### src/rtl/bsg_fifo_1r1w_ctrl_width_p9_els_p2.sv
// bsg_fifo_1r1w_ctrl_width_p9_els_p2
//
// Ready/valid sequencer for a small FIFO whose storage is a separate 1r1w
// register-file memory instantiated beside this block in the parent. This
// block owns the read/write pointers, the occupancy count and the handshakes.
// It also drives the memory's write and read ports.
//
// The memory has no same-address forwarding. Writes are only allowed while the
// FIFO is not full. Whenever a read is valid and a write happens in the same
// cycle, the two pointers therefore address different entries.
//
// Optional feature (macro BSG_FIFO_CTRL_ERR_CHK_EN):
//   defined   : a sticky protocol-error flag records enqueue attempts while
//               full and dequeue attempts while empty.
//   undefined : no error register is built and error_o is tied low.
//
// Ports:
//   clk_i         single clock, rising-edge
//   reset_i       asynchronous active-high reset
//   v_i, data_i   producer valid / data
//   ready_o       FIFO can accept (registered state only)
//   v_o, data_o   head valid / head data (data comes from mem_r_data_i)
//   yumi_i        consumer takes the head entry
//   mem_w_*       memory write port (enable, address, data)
//   mem_r_*       memory read port (enable, address, returned data)
//   count_o       current occupancy, 0..els_p
//   error_o       sticky protocol error (0 when checking is compiled out)

module bsg_fifo_1r1w_ctrl_width_p9_els_p2 #(
  parameter int width_p = 9,
  parameter int els_p   = 2
) (
  input  logic                       clk_i,
  input  logic                       reset_i,
  input  logic                       v_i,
  input  logic [width_p-1:0]         data_i,
  output logic                       ready_o,
  output logic                       v_o,
  output logic [width_p-1:0]         data_o,
  input  logic                       yumi_i,
  output logic                       mem_w_v_o,
  output logic [$clog2(els_p)-1:0]   mem_w_addr_o,
  output logic [width_p-1:0]         mem_w_data_o,
  output logic                       mem_r_v_o,
  output logic [$clog2(els_p)-1:0]   mem_r_addr_o,
  input  logic [width_p-1:0]         mem_r_data_i,
  output logic [$clog2(els_p):0]     count_o,
  output logic                       error_o
);

  localparam int ptr_w = $clog2(els_p);

  logic [ptr_w-1:0] wptr_r;
  logic [ptr_w-1:0] rptr_r;
  logic [ptr_w:0]   count_r;
  logic             empty;
  logic             full;
  logic             enq;
  logic             deq;

  // Flags come only from registered state and reset. This keeps ready_o and
  // v_o free of combinational paths from v_i or yumi_i.
  assign empty   = (count_r == '0);
  assign full    = (count_r == (ptr_w+1)'(els_p));
  assign ready_o = ~full & ~reset_i;
  assign v_o     = ~empty;

  assign enq = v_i & ready_o;
  assign deq = yumi_i & v_o;

  assign mem_w_v_o    = enq;
  assign mem_w_addr_o = wptr_r;
  assign mem_w_data_o = data_i;

  assign mem_r_v_o    = v_o;
  assign mem_r_addr_o = rptr_r;
  assign data_o       = mem_r_data_i;

  assign count_o = count_r;

  // Pointers wrap naturally because els_p is a power of two.
  // count_r moves only when exactly one of enq/deq fires. Because enq needs
  // ~full and deq needs ~empty, the count stays within 0..els_p.
  always_ff @(posedge clk_i or posedge reset_i) begin
    if (reset_i) begin
      wptr_r  <= '0;
      rptr_r  <= '0;
      count_r <= '0;
    end else begin
      if (enq) wptr_r <= wptr_r + ptr_w'(1);
      if (deq) rptr_r <= rptr_r + ptr_w'(1);
      case ({enq, deq})
        2'b10:   count_r <= count_r + (ptr_w+1)'(1);
        2'b01:   count_r <= count_r - (ptr_w+1)'(1);
        default: count_r <= count_r;
      endcase
    end
  end

`ifdef BSG_FIFO_CTRL_ERR_CHK_EN
  logic error_r;

  // Sticky: set by a push into a full FIFO or a pop from an empty one, and
  // cleared only by reset.
  always_ff @(posedge clk_i or posedge reset_i) begin
    if (reset_i) begin
      error_r <= 1'b0;
    end else if ((v_i & ~ready_o) | (yumi_i & ~v_o)) begin
      error_r <= 1'b1;
    end
  end

  assign error_o = error_r;
`else
  assign error_o = 1'b0;
`endif

endmodule
### config.mk
export PLATFORM = sky130hd
export DESIGN_NAME = bsg_fifo_1r1w_ctrl_width_p9_els_p2
export DESIGN_NICKNAME = d
export VERILOG_FILES = /design/src/rtl/bsg_fifo_1r1w_ctrl_width_p9_els_p2.sv
export SDC_FILE = /design/constraint.sdc
export NUM_CORES = 1
export LEC_CHECK = 0
export BUFFER_PORTS_ARGS = -buffer_cell sky130_fd_sc_hd__buf_4
export CORE_AREA = 2 2 39 41
export CTS_CLUSTER_DIAMETER = 200
export DETAILED_ROUTE_END_ITERATION = 10
export DIE_AREA = 0 0 41 43
export PLACE_DENSITY_LB_ADDON = 0.15
export SYNTH_ARGS = -nofsm -noshare
export SYNTH_HDL_FRONTEND = slang
export SYNTH_SLANG_ARGS = --single-unit
### constraint.sdc
create_clock -name clk_i -period 2.4 [get_ports clk_i]
set_input_delay 0 -clock clk_i [delete_from_list [all_inputs] [get_ports clk_i]]
set_output_delay 0 -clock clk_i [all_outputs]
set_load 0.01 [all_outputs]
==> run_results.csv <==
group,metric,value,unit
timing,period_needed,1530,ps
setup_path,critical_path_class,"reg2reg",
global_route,antenna_found_initial,0,
cells_and_area,nFillCells,152,
setup_path,path_max_fanout,5,
global_route,track_usage,0.0827,
timing,hold_slack,0.0219,ps
floorplan,fp.dieH,43,um
timing,slew_violations,0,
synth,synthDistinctLibCells,14,
detailed_routing,wl_per_cell,12.4,um
detailed_routing,vias_per_cell,3.90,
timing,rsz0062_at_grt,"false",
setup_path,cp-end-kind,"register",
power_and_ir_drop,p_clk_frac,0.173,
clock_tree,cts-buffers-inserted,3,
timing,tns,0,ps
cells_and_area,antenna_cells,0,
power_and_ir_drop,power_density,1360,nW/um^2
cells_and_area,drive_gt1_frac,0.457,
setup_path,crit_required,2550,ps
synth,synthCells,40,
clock_tree,cts_tree,"done",
detailed_routing,first_pass_iters,1,
synth,synth.most_common_cell,"buf_4",
run,maxCapViolCount,0,
synth,synth_area,362,um^2
clock_tree,htreeDepth,1,
timing,final-setup-viol-count,0,
hold_path,hold_class,"in2out",
timing,timing.fmax,652,MHz
clock_tree,cts_buffer_depth,2,
timing,finalCritPeriodShare,0.639,
detailed_routing,ant_nets,0,
floorplan,die-area,1760,um^2
global_route,grt_pass1_wl,903,um
place,gp_congestion,0.636,
power_and_ir_drop,finalPower,471,uW
synth,yosys.area.top_type_share,0.415,
floorplan,start_util,0.261,
power_and_ir_drop,seq_power_share,0.300,
synth,synth_warnings,0,
power_and_ir_drop,switching_share,0.349,
place,place.port_buffers,11,
setup_path,start_kind,"register",
clock_tree,cts_root_buf,"clkbuf_4",
power_and_ir_drop,p_sw,165,uW
power_and_ir_drop,power_frac_comb,0.527,
synth,async_flop_share,1.00,
cells_and_area,nets,60,
global_route,grt_pass1_vias,181,
synth,synthTopCellsByArea,"buf_4 42%, dfrtp_1 28%, xnor2_1 7.3%, xor2_1 4.8%, ha_1 3.5%",
floorplan,design.core.area,1380,um^2
synth,ys_top_cells_by_count,"20 x buf_4, 4 x dfrtp_1, 3 x xnor2_1",
global_route,grt_start_max_net_pins,6,
synth,synth_seq_area_share,0.277,
clock_tree,cts_sinks,4,
power_and_ir_drop,power.internal,307,uW
power_and_ir_drop,leakage,0.000176,uW
power_and_ir_drop,vdd_drop_max,0.389,mV
setup_path,worstPathArrival,1680,ps
cells_and_area,syn2layout_area_growth,-4.15,%
detailed_routing,vias,199,
timing,hold_violations,0,
synth,ys_ff_latch,4,
synth,synth-main-ff-cell,"dfrtp_1",
run_status,outcome,"finished clean",
clock_tree,path_clk_slew,30,ps
clock_tree,clock_latency,230,ps
synth,syn_avg_cell_area,9.04,um^2
detailed_routing,drc_errors,0,
floorplan,die_w,41,um
floorplan,rows,14,
synth,synth_edf_count,0,
synth,syn-num-nets,63,
timing,skew,3.41,ps
detailed_routing,routed_wl,634,um
detailed_routing,drtIter0Drc,0,
synth,synth_area_leader_cell,"buf_4",
floorplan,pin_count,49,
global_route,grt-ovfl-total,0,
==> metrics by stage <==
stage | std cells | util | setup slack (ps) | area, um^2
floorplan | 40 | - | 879 | 362
global placement | 47 | 0.227 | 890 | 314
detailed placement | 47 | 0.227 | 870 | 314
CTS | 51 | 0.250 | 854 | 347
global route | 51 | 0.250 | 794 | 347
finish | 51 | 0.250 | 867 | 347
==> power by group through the flow <==
stage	Sequential, uW	Clock [uW]	Combinational [uW]
finish	142	81.4	249
global route	147	91.7	275
CTS	142	87.2	254
detailed placement	143	0	250
global placement	141	0	252
floorplan	155	0	167
==> area by class of cell <==
class                           instances  area, um^2  area share
Multi-Input combinational cell         14         104       0.300
Sequential cell                         4         100       0.289
Timing Repair Buffer                   12        92.6       0.267
Clock buffer                            3        22.5      0.0650
Tap cell                               16        20.0      0.0578
Inverter                                2        7.51      0.0217
==> placed cells by master, fill, tap and decap left out <==
cell type	n
buf_4	11
inv_1	2
nand2_1	1
ha_1	1
nor2_1	1
nand2b_1	1
xnor2_1	3
conb_1	1
or2_4	1
and2_1	1
dlygate4sd3_1	1
nor2b_1	1
xor2_1	2
clkbuf_4	3
and2_4	1
dfrtp_1	4
==> routing by layer <==
layer	vias up	global-route usage	routed length (um)
li1	87	-	-
met3	0	0.0838	150
met5	-	0	0
met2	25	0.0844	263
met1	87	0.0784	221
met4	0	0.100	0
==> timing repair <==
item                                   4_1_cts  5_1_grt
resized for setup                            0        0
endpoints found under the hold margin        4        0
hold buffers                                 1        0
setup buffers                                0        0
==> worst max-delay path: stages (launching register included) <==
cell,delay (ps)
dfrtp_1,420
or2_4,280
and2_4,160
ha_1,290
nor2_1,140
xor2_1,150
==> cells by family after synthesis <==
logic type,share of synthesized area
buf+inv,0.436
other cells,0.0104
fa+ha+maj,0.0346
flops,0.277
simple gates,0.121
xor+xnor,0.121
==> state kept, by name, summed over array words and instances (netlist names) <==
name          count
count_o           2
mem_r_addr_o      1
mem_w_addr_o      1
==> path summary, 6_finish.rpt <==
| path | start | endpoint | slack [ps] | depth (start not counted) |
|---|---|---|---|---|
| worst max register to register | count_o[0] | count_o[1] | 870 | 5 |
| min in group asynchronous | reset_i | mem_w_addr_o | 230 | 3 |
| worst min register to register | mem_r_addr_o | mem_r_addr_o | 470 | 1 |
| worst min-delay path | data_i[7] | mem_w_data_o[7] | 0.02 | 0 |
| max in group asynchronous | reset_i | count_o[1] | 2010 | 3 |
| worst max-delay path | count_o[0] | count_o[1] | 870 | 5 |
(Power assumes the default switching activity.)
